$ cat src/rtl/assert_pkg.sv
`default_nettype none
// ============================================================================
//  Module      : assert_pkg
//  Description : Shared FSM state type and index-width helper for assert_arbiter.
//  Revision    : 1.0 - initial release
// ============================================================================
package assert_pkg;

    typedef enum logic [0:0] {
        ST_RUN    = 1'b0,
        ST_FAILED = 1'b1
    } state_t;

    // Width of a source index; never narrower than one bit.
    function automatic int id_width(input int n);
        return (n > 1) ? $clog2(n) : 1;
    endfunction

endpackage : assert_pkg
`default_nettype wire

$ cat src/rtl/rr_arbiter.sv
`default_nettype none
// ============================================================================
//  Module      : rr_arbiter
//  Description : One-hot round-robin grant over N_SRC requesters with a mask.
//  Revision    : 1.0 - initial release
// ============================================================================
module rr_arbiter
    import assert_pkg::*;
#(
    parameter int N_SRC = 4
)
(
    input  logic                          clk,
    input  logic                          rst,
    input  logic                          clr,
    input  logic                          en,
    input  logic [N_SRC-1:0]              req,
    input  logic [N_SRC-1:0]              mask,
    output logic [N_SRC-1:0]              grant,
    output logic [id_width(N_SRC)-1:0]    grant_idx,
    output logic                          valid
);

    localparam int            IW     = id_width(N_SRC);
    localparam logic [IW-1:0] c_LAST = IW'(N_SRC - 1);

    logic [IW-1:0]    r_ptr;
    logic [N_SRC-1:0] w_elig;
    logic [IW-1:0]    w_lo_idx;
    logic [IW-1:0]    w_hi_idx;
    logic             w_lo_any;
    logic             w_hi_any;

    assign w_elig = en ? (req & ~mask) : '0;

    // Lowest eligible index at or above the pointer wins; otherwise wrap to the lowest overall.
    always_comb begin
        w_lo_idx = '0;
        w_hi_idx = '0;
        w_lo_any = 1'b0;
        w_hi_any = 1'b0;
        for (int i = N_SRC - 1; i >= 0; i--) begin
            if (w_elig[i]) begin
                w_lo_idx = IW'(i);
                w_lo_any = 1'b1;
                if (IW'(i) >= r_ptr) begin
                    w_hi_idx = IW'(i);
                    w_hi_any = 1'b1;
                end
            end
        end
    end

    assign valid     = w_lo_any;
    assign grant_idx = w_hi_any ? w_hi_idx : w_lo_idx;
    assign grant     = valid ? (N_SRC'(1) << grant_idx) : '0;

    always_ff @(posedge clk or negedge rst) begin
        if (!rst) begin
            r_ptr <= '0;
        end else if (clr) begin
            r_ptr <= '0;
        end else if (valid) begin
            r_ptr <= (grant_idx == c_LAST) ? '0 : grant_idx + IW'(1);
        end
    end

endmodule : rr_arbiter
`default_nettype wire

$ cat src/rtl/assert_arbiter.sv
`default_nettype none
// ============================================================================
//  Module      : assert_arbiter
//  Description : Round-robin assertion-check arbiter with pass/fail counters and
//                sticky first-failure capture. Define ASSERT_LOG_EN for sim prints.
//  Revision    : 1.0 - initial release
// ============================================================================
module assert_arbiter
    import assert_pkg::*;
#(
    parameter int N_SRC        = 4,
    parameter int CNT_W        = 16,
    parameter bit STOP_ON_FAIL = 1'b1
)
(
    input  logic                          clk,
    input  logic                          rst,
    input  logic [N_SRC-1:0]              req,
    input  logic [N_SRC-1:0]              a,
    input  logic                          clr,
    output logic [N_SRC-1:0]              ack,
    output logic                          fail,
    output logic                          halt,
    output logic [id_width(N_SRC)-1:0]    fail_id,
    output logic [CNT_W-1:0]              pass_cnt,
    output logic [CNT_W-1:0]              fail_cnt
);

    localparam int IW = id_width(N_SRC);

    state_t           r_state;
    logic             w_grant_en;
    logic [N_SRC-1:0] w_gnt;
    logic [IW-1:0]    w_idx;
    logic             w_valid;
    logic             w_a_sel;

    // clr wins over any grant; a stopped arbiter leaves pending requests waiting.
    assign w_grant_en = !clr && !(STOP_ON_FAIL && (r_state == ST_FAILED));

    rr_arbiter #(
        .N_SRC     (N_SRC)
    ) u_rr (
        .clk       (clk),
        .rst       (rst),
        .clr       (clr),
        .en        (w_grant_en),
        .req       (req),
        .mask      (ack),
        .grant     (w_gnt),
        .grant_idx (w_idx),
        .valid     (w_valid)
    );

    assign w_a_sel = a[w_idx];

    always_ff @(posedge clk or negedge rst) begin
        if (!rst) begin
            r_state  <= ST_RUN;
            ack      <= '0;
            fail     <= 1'b0;
            halt     <= 1'b0;
            fail_id  <= '0;
            pass_cnt <= '0;
            fail_cnt <= '0;
        end else if (clr) begin
            r_state  <= ST_RUN;
            ack      <= '0;
            fail     <= 1'b0;
            halt     <= 1'b0;
            fail_id  <= '0;
            pass_cnt <= '0;
            fail_cnt <= '0;
        end else begin
            ack <= w_gnt;
            if (w_valid) begin
                // Only a clean 1 passes; 0, X and Z all fall to the failure branch.
                if (w_a_sel == 1'b1) begin
                    if (pass_cnt != '1) begin
                        pass_cnt <= pass_cnt + CNT_W'(1);
                    end
                end else begin
                    if (fail_cnt != '1) begin
                        fail_cnt <= fail_cnt + CNT_W'(1);
                    end
                    if (r_state == ST_RUN) begin
                        r_state <= ST_FAILED;
                        fail    <= 1'b1;
                        fail_id <= w_idx;
                        halt    <= STOP_ON_FAIL;
                    end
                end
            end
        end
    end

`ifdef ASSERT_LOG_EN
    always @(posedge clk) begin
        if (rst && w_valid) begin
            if ($isunknown(w_a_sel)) begin
                $display("ASSERTION UNDEFINED(x) id=%0d", w_idx);
                $display("ASSERTION FAILURE id=%0d", w_idx);
            end else if (w_a_sel) begin
                $display("ASSERTION PASS %0t", $time);
            end else begin
                $display("ASSERTION FAILURE id=%0d", w_idx);
            end
        end
    end
`else
    // Logging compiled out; datapath is identical either way.
`endif

endmodule : assert_arbiter
`default_nettype wire

$ cat config.mk
export PLATFORM = sky130hd
export DESIGN_NAME = assert_arbiter
export DESIGN_NICKNAME = d
export VERILOG_FILES = /design/src/rtl/assert_pkg.sv /design/src/rtl/rr_arbiter.sv /design/src/rtl/assert_arbiter.sv
export SDC_FILE = /design/constraint.sdc
export NUM_CORES = 1
export LEC_CHECK = 0
export ABC_AREA = 1
export CAP_MARGIN = 10
export CORE_MARGIN = 2
export CORE_UTILIZATION = 48
export DETAILED_ROUTE_END_ITERATION = 12
export GPL_TIMING_DRIVEN = 0
export PLACE_DENSITY = 0.83
export REMOVE_ABC_BUFFERS = 1
export SYNTH_ARGS = -nofsm -noshare
export SYNTH_HDL_FRONTEND = slang
export SYNTH_SLANG_ARGS = --single-unit
export TNS_END_PERCENT = 5
$ cat constraint.sdc
create_clock -name clk -period 1.7 [get_ports clk]
set_clock_uncertainty 0.05 [all_clocks]
set_input_delay 0.255 -clock clk [delete_from_list [all_inputs] [get_ports clk]]
set_output_delay 0.255 -clock clk [all_outputs]
set_load 0.02 [all_outputs]
==> reports/summary.txt <==
status - finished with violations
failing checks - negative setup slack
maxcap violations - 0
Post-DRT Antenna Nets - 0
core area - 5820 sq um
Setup TNS - -10.31 ns
Cells after Synth - 382
clk slew on worst S/H paths - 0.09 ns
layout cells sized above 1 - 16.8%
path depth of the worst reg2reg path - 10
Comb pwr share - 52.6%
Final HPWL DP - 4.70 mm
row cnt - 28
final instance area - 3910 sq um
most frequent cells in the layout - 93 x nand2_1, 49 x nand3_1, 39 x inv_1, 39 x nor2_1, 39 x dfrtp_1
top cell type's share of synthesized area - 37.0%
Crit. Startpoint - r_state
Starting Density - 48.8%
sequential cell area - 1050 sq um
DR vias - 2,890
hold crit path type - input pin to async pin
critical path type - flop to flop
crit path to - fail_cnt[4]
switching power share of the total - 43.8%
share of power burned in registers - 26.9%
post-placement cell area - 3360 sq um
Net Switching - 2.13 mW
Synth area leader - dfrtp_1
Die X - 80.9 microns
pre-CTS WS - -1.51 ns
reg2reg end - fail_cnt[4]
final wirelength - 8.22 mm
Crit Path Max Fanout - 9
IO Count - 51
maximum VDD drop - 0.000755 V
Fillers - 449
DR DRC count - 0
Crit path required time - 1.84 ns
Clock power frac - 20.5%
Multi-input gate area - 1750 sq um
placed cell count - 495
initial antenna violation count - 0
CTS buffer count - 5
GRT Total Usage - 24.6%
Synthesis Warnings - 0
WL/cell - 15.7 microns
Final Non-Filler Cells - 522
H-tree Lvls - 2
post-synthesis cell type count - 29
vias in the first global route - 2,617
R2R Setup Slk - -0.31 ns
nets@finish - 463
largest net degree at the start of global routing - 32
Cell Int Power - 2.74 mW
Critical Path Sink Type - flop
CTS max path bufs - 2
Max Clk Rate - 0.497 GHz
global route total overflow - 0
antenna diode count - 0
final worst slack - -0.311 ns
Worst R2R Start - r_state
RSZ-0062 raised after global routing - true
final worst path period share - 118%
Area Growth Syn to Fin - 37.7%
pins over their slew limit - 0
final hold violation count - 0
Synth Register Bits - 42
Mapped Area - 2840 sq um
via density per instance - 5.54
Slew HR - 44.3%
worst skew pair latency - 0.31 ns
top cells by area, synth - dfrtp_1 37%, nand2_1 14%, nand3_1 9.3%, xor2_1 8.0%, nor2_1 5.6%
Avg Inst Size Synth - 7.43 sq um
register area share after synthesis - 37.0%
leak pwr - 2.24 nW
final RePlAce weighted congestion - 0.901
CTS root buf - clkbuf_8
first-pass GRT wire length - 12.5 mm
Tot Pwr - 4.88 mW
leading cell type in the layout, fill and taps excluded - nand2_1
# setup viols final - 41
CTS Sinks - 42
Tmin final - 2.01 ns
initial drt markers - 294
total die area - 6540 sq um
DIE HEIGHT - 80.9 microns
P per Cell Area - 1250 nW/um^2
CP arrival - 2.15 ns
Worst Setup Start Kind - flop
CTS tree - built
drt first pass iters - 5
Least-Margin Pin Slew - 0.831 ns
Port Buf Inserts - 50
-- power by group through the flow --
stage | logic [mW] | registers (mW) | clock network [mW]
after floorplan | 1.01 | 1.44 | 0
after global placement | 1.69 | 1.31 | 0
after detailed placement | 1.76 | 1.31 | 0
after CTS | 2.32 | 1.30 | 1.01
after global routing | 2.75 | 1.33 | 1.04
final | 2.57 | 1.31 | 1.00
-- registers in the layout (all words and copies together) (netlist names) --
register	count
ack	4
fail_cnt	16
fail_id	2
halt	1
pass_cnt	16
r_state	1
u_rr.r_ptr	2
-- logic make-up after synthesis --
family                     count (synthesis)  share of synthesized area, %
adders and majority gates                  6                          2.65
DFF                                       42                          37.0
buffers and inverters                     56                          8.73
xor gates and xnor gates                  27                          8.33
and+or+nand+nor                          246                          41.7
AOI/OAI and AO/OA                          5                          1.59
-- routing by layer --
layer / vias up / wire, microns / GRT usage, %
met5: - / 0 / 0
met3: 13 / 497 / 4.00
met1: 1405 / 3460 / 33.2
met2: 116 / 4180 / 40.3
met4: 0 / 87 / 7.80
li1: 1356 / - / -
-- worst min path at each step --
stage          startpoint           to  slack, ns  cells past startpoint
5_1_grt               rst  fail_cnt[3]       0.35                      2
3_3_place_gp   fail_id[1]   fail_id[1]       0.46                      2
6_report              rst  fail_cnt[3]       0.33                      2
2_1_floorplan         rst       ack[0]      -0.09                      0
4_1_cts               rst  fail_cnt[3]       0.32                      2
3_5_place_dp          rst  fail_cnt[7]       0.11                      1
-- area by class of cell --
| type | count | area share (%) |
|---|---|---|
| inverter | 43 | 4.42 |
| sequential | 42 | 27.0 |
| multi-input combinational | 286 | 44.7 |
| timing repair inverter | 2 | 0.256 |
| timing repair buffer | 66 | 17.6 |
| clock inverter | 2 | 1.54 |
| tap | 75 | 2.40 |
| clock buffer | 6 | 2.11 |
-- worst max-delay path: stages, from the launching register on --
cell and delay, ns:
dfrtp_2 0.48, nor2_8 0.23, nand3_4 0.12, a21boi_4 0.25, buf_4 0.15, nand3_2 0.09
nand3_4 0.10, nand3_4 0.12, buf_6 0.17, nand3_1 0.06, nand2_1 0.07
-- synthesized netlist by cell type (all sizes together) --
cell type,instances
nand3,61
a21boi,1
o31ai,1
nor2,44
xor2,26
nor3,7
inv,43
dfrtp,42
xnor2,1
or3,1
buf,10
ha,6
nand2,111
clkbuf,3
o21ai,3
nor4,1
nand4,21
-- repair_timing --
item	in CTS	in global routing
resized for setup	48	30
gates cloned	4	0
endpoints found under the setup margin	54	56
pin swaps	9	12
hold buffers	1	0
hold endpoints to repair	11	0
buffers inserted	11	3
-- through the flow --
stage	utilization, %	hold WS [ns]
after CTS	65.1	0.318
after global placement	57.5	0.458
after global routing	67.2	0.351
after floorplan	-	-0.0906
final	67.2	0.328
after detailed placement	57.8	0.112
(Power assumes the default switching activity.)
